**config.mk**
```make
export PLATFORM = sky130hd
export DESIGN_NAME = field_reader
export DESIGN_NICKNAME = d
export VERILOG_FILES = /design/src/rtl/field_reader.sv
export SDC_FILE = /design/constraint.sdc
export NUM_CORES = 1
export LEC_CHECK = 0
export CAP_MARGIN = 5
export CORE_ASPECT_RATIO = 2
export CORE_UTILIZATION = 40
export CTS_BUF_LIST = sky130_fd_sc_hd__clkbuf_8
export CTS_CLUSTER_SIZE = 16
export DETAILED_ROUTE_END_ITERATION = 10
export PLACE_DENSITY = 0.63
export RECOVER_POWER = 25
export SLEW_MARGIN = 20
export SYNTH_ARGS = -nofsm -noshare
export SYNTH_HDL_FRONTEND = slang
export SYNTH_SLANG_ARGS = --single-unit
export TNS_END_PERCENT = 1
```
**constraint.sdc**
```tcl
create_clock -name clk -period 2.73 [get_ports clk]
set_input_delay 0.546 -clock clk [delete_from_list [all_inputs] [get_ports clk]]
set_output_delay 0.546 -clock clk [all_outputs]
set_load 0.1 [all_outputs]
```
**src/rtl/field_reader.sv**
```systemverilog
// field_reader: streams every cell of the vector-field BRAM in raster order as
// {x, y, xn, yn, mag} elements on a valid/ready output with lossless backpressure.
module field_reader #(
   parameter int  FIELD_WIDTH  = 8,
   parameter int  FIELD_HEIGHT = 6,
   parameter int  FIELD_DATAW  = 96,
   localparam int FIELD_ADDRW  = $clog2(FIELD_WIDTH * FIELD_HEIGHT)
) (
   input  logic                          clk,
   input  logic                          rst_n,
   input  logic                          start,
   output logic                          busy,
   output logic                          done,
   output logic [FIELD_ADDRW-1:0]        field_addr_read,
   input  logic [FIELD_DATAW-1:0]        field_data_out,
   output logic                          out_valid,
   input  logic                          out_ready,
   output logic [31:0]                   out_x,
   output logic [31:0]                   out_y,
   output logic signed [31:0]            out_xn,
   output logic signed [31:0]            out_yn,
   output logic signed [31:0]            out_mag,
   output logic                          out_last
);

   localparam int CELLS = FIELD_WIDTH * FIELD_HEIGHT;
   localparam int XW    = (FIELD_WIDTH > 1) ? $clog2(FIELD_WIDTH) : 1;
   localparam int YW    = (FIELD_HEIGHT > 1) ? $clog2(FIELD_HEIGHT) : 1;
   localparam logic [FIELD_ADDRW-1:0] LAST_IDX = FIELD_ADDRW'(CELLS - 1);
   localparam logic [XW-1:0]          X_LAST   = XW'(FIELD_WIDTH - 1);

   typedef enum logic [1:0] {
      ST_IDLE,
      ST_FETCH,
      ST_DRAIN
   } state_t;

   typedef struct packed {
      logic [XW-1:0]          x;
      logic [YW-1:0]          y;
      logic                   last;
      logic [FIELD_DATAW-1:0] word;
   } entry_t;

   state_t                 state_reg, state_next;
   logic [FIELD_ADDRW-1:0] idx_reg, idx_next;
   logic [XW-1:0]          x_reg, x_next;
   logic [YW-1:0]          y_reg, y_next;
   logic                   inflight_reg, inflight_next;
   logic [XW-1:0]          tag_x_reg, tag_x_next;
   logic [YW-1:0]          tag_y_reg, tag_y_next;
   logic                   tag_last_reg, tag_last_next;
   logic                   done_reg, done_next;
   logic [1:0]             count_reg, count_next;

   logic                   pop;
   logic                   push;
   logic                   clear;
   logic                   issue_room;
   logic [1:0]             wr_pos;
   entry_t                 push_entry;
   entry_t [1:0]           fifo_q;
   entry_t                 head;

   assign head       = fifo_q[0];
   assign out_valid  = (count_reg != 2'd0);
   assign pop        = out_valid & out_ready;
   assign push       = inflight_reg;
   assign wr_pos     = count_reg - {1'b0, pop};
   // Words already queued plus the one in the BRAM pipe must fit the 2-deep FIFO.
   assign issue_room = (int'(count_reg) + int'(inflight_reg) - int'(pop)) < 2;

   assign push_entry = '{x: tag_x_reg, y: tag_y_reg, last: tag_last_reg, word: field_data_out};

   assign field_addr_read = idx_reg;
   assign busy            = (state_reg != ST_IDLE);
   assign done            = done_reg;
   assign out_x           = 32'(head.x);
   assign out_y           = 32'(head.y);
   assign out_xn          = head.word[95:64];
   assign out_yn          = head.word[63:32];
   assign out_mag         = head.word[31:0];
   assign out_last        = head.last & out_valid;

   always_comb begin
      state_next    = state_reg;
      idx_next      = idx_reg;
      x_next        = x_reg;
      y_next        = y_reg;
      inflight_next = 1'b0;
      tag_x_next    = tag_x_reg;
      tag_y_next    = tag_y_reg;
      tag_last_next = tag_last_reg;
      done_next     = 1'b0;
      clear         = 1'b0;
      case (state_reg)
         ST_IDLE: begin
            if (start) begin
               state_next = ST_FETCH;
               idx_next   = '0;
               x_next     = '0;
               y_next     = '0;
               clear      = 1'b1;
            end
         end
         ST_FETCH: begin
            if (issue_room) begin
               inflight_next = 1'b1;
               tag_x_next    = x_reg;
               tag_y_next    = y_reg;
               tag_last_next = (idx_reg == LAST_IDX);
               if (idx_reg == LAST_IDX) begin
                  // Park the index at 0 so the idle address is already correct.
                  state_next = ST_DRAIN;
                  idx_next   = '0;
                  x_next     = '0;
                  y_next     = '0;
               end else begin
                  idx_next = idx_reg + FIELD_ADDRW'(1);
                  if (x_reg == X_LAST) begin
                     x_next = '0;
                     y_next = y_reg + YW'(1);
                  end else begin
                     x_next = x_reg + XW'(1);
                  end
               end
            end
         end
         ST_DRAIN: begin
            if (pop && head.last) begin
               state_next = ST_IDLE;
               done_next  = 1'b1;
            end
         end
         default: state_next = ST_IDLE;
      endcase
   end

   always_comb begin
      if (clear) begin
         count_next = 2'd0;
      end else begin
         count_next = count_reg + {1'b0, push} - {1'b0, pop};
      end
   end

   genvar gi;
   generate
      for (gi = 0; gi < 2; gi++) begin : g_fifo
         entry_t entry_reg, entry_next;

         // Entry 0 is always the head; a pop shifts entry 1 down.
         always_comb begin
            entry_next = entry_reg;
            if (push && (wr_pos == 2'(gi))) begin
               entry_next = push_entry;
            end else if (pop && (gi == 0)) begin
               entry_next = fifo_q[1];
            end
         end

         always_ff @(posedge clk or negedge rst_n) begin
            if (!rst_n) begin
               entry_reg <= '0;
            end else begin
               entry_reg <= entry_next;
            end
         end

         assign fifo_q[gi] = entry_reg;
      end
   endgenerate

   always_ff @(posedge clk or negedge rst_n) begin
      if (!rst_n) begin
         state_reg    <= ST_IDLE;
         idx_reg      <= '0;
         x_reg        <= '0;
         y_reg        <= '0;
         inflight_reg <= 1'b0;
         tag_x_reg    <= '0;
         tag_y_reg    <= '0;
         tag_last_reg <= 1'b0;
         done_reg     <= 1'b0;
         count_reg    <= 2'd0;
      end else begin
         state_reg    <= state_next;
         idx_reg      <= idx_next;
         x_reg        <= x_next;
         y_reg        <= y_next;
         inflight_reg <= inflight_next;
         tag_x_reg    <= tag_x_next;
         tag_y_reg    <= tag_y_next;
         tag_last_reg <= tag_last_next;
         done_reg     <= done_next;
         count_reg    <= count_next;
      end
   end

endmodule

```
Word level (Yosys, flattened, before mapping) --
Cells that the tools add are included.
Cells by class: bitwise operators 2, equality and inequality tests 10, add/sub/neg operators 8, magnitude comparators 1, muxes and demuxes 27, reductions and logical operators 13
Operators by type and width (number):
- two-way mux 103 bit | 2
- two-way mux 3 bit | 7
- two-way mux 6 bit | 3
- one-hot mux 3 bit (2 select lines) | 2
- one-hot mux 6 bit (2 select lines) | 1
- two-way mux 2 bit | 5
- inequality test 2 bit (second input constant) | 4
- AND reduction 4 bit | 2
- nonzero test 2 bit | 4
- adder 3 x 1 -> 3 bit (second input constant) | 2
- adder 6 x 1 -> 6 bit (second input constant) | 1
- equality test 6 bit (second input constant) | 1
- two-way mux 1 bit | 6
- one-hot mux 2 bit (3 select lines) | 1
- equality test 2 x 1 -> 1 bit (second input constant) | 2
- logical NOT 2 bit | 2
- < comparator 4 x 3 -> 1 bit (second input constant) | 1
- subtractor 2 x 1 -> 2 bit | 2
- subtractor 3 x 1 -> 4 bit | 1
- adder 2 x 1 -> 3 bit | 1
- equality test 3 bit (second input constant) | 1
- logical AND 1 bit | 3
- inequality test 3 bit (second input constant) | 1
- AND reduction 3 bit | 1
- other kinds (4) | 5
Word-level totals: output and inout port bits 170, logic and storage cells 79, bits in registers 231

Depth between registers and ports, before layout --
depth after elaboration 6, gate-level depth with buffers 10

Worst setup path after synthesis --
No wires, ideal clock.
kind input -> register, from input port out_ready, to register idx_reg[2] (netlist: field_addr_read[2]), arrival time 2.259 ns, library setup time 0.067 ns, path slack 0.404 ns, buffers on the path 1, required time 2.663 ns, cell stages on the path 10, cells stage by stage nand2b_1 > nand2_1 > ha_1 > inv_1 > fa_1 > xnor2_1 > a31oi_1 > buf_2 > nor4b_1 > a21o_1
On the way: cells in the longest elaborated chain, start to end 5
Ends and longest elaborated chain:
- start, declared | line 17 | input logic out_ready,
- AND 1 bit | line 67 | assign pop = out_valid & out_ready;
- subtractor 3 x 1 -> 4 bit | line 71 | assign issue_room = (int'(count_reg) + int'(inflight_reg) - int'(pop)) < 2;
- < comparator 4 x 3 -> 1 bit | line 71
- inequality test 2 bit (no source line)
- AND reduction 3 bit (no source line)
- end signal, assigned | line 188 | idx_reg <= idx_next;
- end, declared | line 46 | logic [FIELD_ADDRW-1:0] idx_reg, idx_next;
Every way passes these cells. A chain may end at the register's enable or synchronous reset.

Final worst setup path --
Ends and elaborated chain as after synthesis.

==> impl_metrics.ini <==
[layout]
area_growth_pct = 20.3
largest_reg_flops = 104
fin_cells = 1453
drive_gt1_share_pct = 29.0
n_fill_cell = 2517
final_nets = 1182

[synthesis]
synth_seq_area_share_pct = 51.5
synth_cells = 937
yosysWarnings = 0
ys_types = 42
ys_ff_latch = 231
postSynthAreaPerCell_um2 = 12.0
syn_area_um2 = 11200

[detailed_routing]
drt_iter0_markers = 196
via_per_inst = 4.71
postRouteAntennaNets = 0
routed-via-count = 6841
drt_wl_total_um = 23900
drc = 0
drtPass1Iterations = 4
wl_per_cell_um = 16.5

[clock_tree]
clkLatencyLatePin_ns = 0.54
htree_levels = 2
cts-root-buf = clkbuf_8
postCtsSetupBuffers = 0
cts.clk_slew.worst_paths_ns = 0.06
clock-sinks = 231
cts_tree = yes
cts_buffers = 37
cts_buffer_depth = 3

[outcome]
status = finished with violations
violations = max-capacitance violations, max-slew violations

[global_routing]
antenna_found_initial = 1
grt_usage_pct = 17.0
grt_pass1_vias = 7147
grt_pass1_wl_um = 38100
overflow = 0
grt_max_degree = 70

[sta]
fin_skew_ns = 0.0220
fin_setup_tns_ns = 0
holdWs_ns = 0.504
grt_setup_unrepaired = no
drv_slew = 67
hold_viol_final = 0
slew_headroom_pct = -18.0
worst_slack_ns = 0.316
period_minus_slack_ns = 2.41
tightest_slew_ns = 1.77
min_period_over_period_pct = 88.4
setup_viol = 0
clock.fmax_ghz = 0.414

[worst_setup_path]
cp.required_ns = 3.16
cpMostUsedCell = buf_4
r2r-start = count_reg[0]
endpoint_kind = flip-flop
cp-startpoint = out_ready
worst-path-buf-inv = 4
startpoint_type = input pin
worstPathCellList = clkdlybuf4s50_1, nand2b_1, nand2_1, ha_1, inv_1, fa_1, xnor2_1, buf_4, a31oi_1, buf_4, nor4b_1, a21o_1
critical_path_depth = 12
cpLargestDelayFamily = buffers and inverters
r2r_slack_ns = 0.35
critPathMaxFanout = 6
cp_slowest_cell = clkdlybuf4s50_1
r2r_cells = 11
worstSetupPathType = in -> reg
timing.rr.end = field_addr_read[2]
crit_arrival_ns = 2.85
cpPeakStageDelay_ns = 0.47

[worst_hold_path]
hold_end = fifo_q[122]
hold_class = reg -> reg
hold_path_depth = 1
hold_start = fifo_q[122]

[place]
gp_congestion = 0.773
dp_hpwl_um = 16800
io_buffers = 211
place_ws_ns = -0.235
placed_cells = 1387

[floorplan]
dieArea_um2 = 28800
core_area_um2 = 27500
boundaryPins = 270
initial_utilization_pct = 40.7
die_h_um = 239
rows = 86
die_w_um = 120

[job]
maxCapViolCount = 1
## cells in the mapped netlist
| cell type | n | area (um2) |
|---|---|---|
| dfrtp_1 | 231 | 5780 |
| buf_4 | 167 | 1250 |
| nor2_1 | 108 | 405 |
| a21oi_1 | 105 | 526 |
| mux2i_1 | 103 | 1030 |
| mux2_4 | 70 | 1050 |
| mux2_2 | 39 | 439 |
| buf_2 | 13 | 65.1 |
| nand2_1 | 13 | 48.8 |
| buf_1 | 10 | 37.5 |
| buf_6 | 8 | 90.1 |
| clkbuf_1 | 8 | 30.0 |
| o21ai_0 | 7 | 35.0 |
| ha_1 | 6 | 75.1 |
| a31oi_1 | 5 | 31.3 |
| inv_1 | 5 | 18.8 |
| nand2b_1 | 4 | 25.0 |
| a21o_1 | 3 | 22.5 |
| nand3_1 | 3 | 15.0 |
| nor2b_1 | 3 | 18.8 |
| a22o_1 | 2 | 17.5 |
| and3_1 | 2 | 12.5 |
| nor3b_1 | 2 | 15.0 |
| or2_2 | 2 | 12.5 |
| a211oi_1 | 1 | 7.51 |
| a31o_2 | 1 | 8.76 |
| a32o_1 | 1 | 10.0 |
| and3b_1 | 1 | 8.76 |
| clkbuf_4 | 1 | 7.51 |
| conb_1 | 1 | 3.75 |
| fa_1 | 1 | 20.0 |
| nand3_2 | 1 | 10.0 |
| nand3b_2 | 1 | 11.3 |
| nand4b_1 | 1 | 8.76 |
| nor4_1 | 1 | 6.26 |
| nor4b_1 | 1 | 8.76 |
| o21a_1 | 1 | 7.51 |
| o2bb2ai_1 | 1 | 8.76 |
| o311ai_1 | 1 | 8.76 |
| o31ai_1 | 1 | 7.51 |
| or3_1 | 1 | 6.26 |
| xnor2_1 | 1 | 8.76 |
## how the worst max path moves through the flow
| stage | slack, ns | end |
|---|---|---|
| CTS | 0.34 | field_addr_read[2] |
| global placement | -0.19 | field_addr_read[2] |
| global route | 0.09 | out_xn[29] |
| detailed placement | -0.24 | field_addr_read[2] |
| finish | 0.32 | field_addr_read[2] |
| floorplan | 0.40 | field_addr_read[2] |
## kinds of logic (layout without fill, tap and decap cells)
| family | count (synthesis) | in the layout | synth area share, % |
|---|---|---|---|
| AO/OA/AOI/OAI | 129 | 129 | 6.16 |
| XOR/XNOR | 1 | 1 | 0.0781 |
| adder cells (fa/ha/maj) | 7 | 7 | 0.848 |
| buffers and inverters | 212 | 318 | 13.4 |
| flip-flops | 231 | 231 | 51.5 |
| multiplexers | 212 | 212 | 22.5 |
| other | 1 | 59 | 0.0334 |
| AND/OR/NAND/NOR | 144 | 144 | 5.47 |
## layer usage
metal	vias to the layer above	track usage (%)	share of wire (%)
met5	-	0	0
met4	0	7.56	3.3
met3	43	3.67	5.2
met2	219	31.1	54
met1	3319	18.6	37
li1	3260	-	-
## final cells by class
type / count / area, um2 / area share [%]
flip-flops and latches: 231 / 5780 / 42.8
multi-input cells: 551 / 4160 / 30.8
repair buffers: 249 / 2340 / 17.3
clock buffers: 48 / 661 / 4.90
well taps: 352 / 440 / 3.26
clock inverters: 16 / 93.8 / 0.695
inverters: 5 / 18.8 / 0.139
diodes: 1 / 2.50 / 0.0185
## repair_timing
| action | CTS | global route |
|---|---|---|
| hold buffers | 1 | 0 |
| resized for setup | 0 | 0 |
| hold endpoints to repair | 62 | 0 |
## per-stage QoR
stage          instance area (um2)  util (%)
2_1_floorplan                11400         -
3_3_place_gp                 12700      46.3
3_5_place_dp                 12700      46.3
4_1_cts                      13500      49.1
5_1_grt                      13500      49.0
6_report                     13500      49.0
## placed cells by master (no fill, tap or decap), types with 2 or more instances in the layout
master | synthesis | final
dfrtp_1 | 231 | 231
buf_4 | 167 | 128
nor2_1 | 108 | 108
a21oi_1 | 105 | 105
mux2i_1 | 103 | 103
clkdlybuf4s50_1 | 0 | 98
mux2_4 | 70 | 70
conb_1 | 1 | 58
clkbuf_8 | 0 | 48
mux2_2 | 39 | 39
buf_12 | 0 | 18
inv_1 | 5 | 16
nand2_1 | 13 | 12
o21ai_0 | 7 | 7
ha_1 | 6 | 6
a31oi_1 | 5 | 5
nand2b_1 | 4 | 4
nor2b_1 | 3 | 3
nand3_1 | 3 | 3
a21o_1 | 3 | 3
clkinv_2 | 0 | 3
clkbuf_2 | 0 | 3
or2_2 | 2 | 2
nor3b_1 | 2 | 2
and3_1 | 2 | 2
a22o_1 | 2 | 2
Power is left out: the tool's default activity adds up to more than one toggle a clock period on the data nets, which glitch-free logic cannot reach.
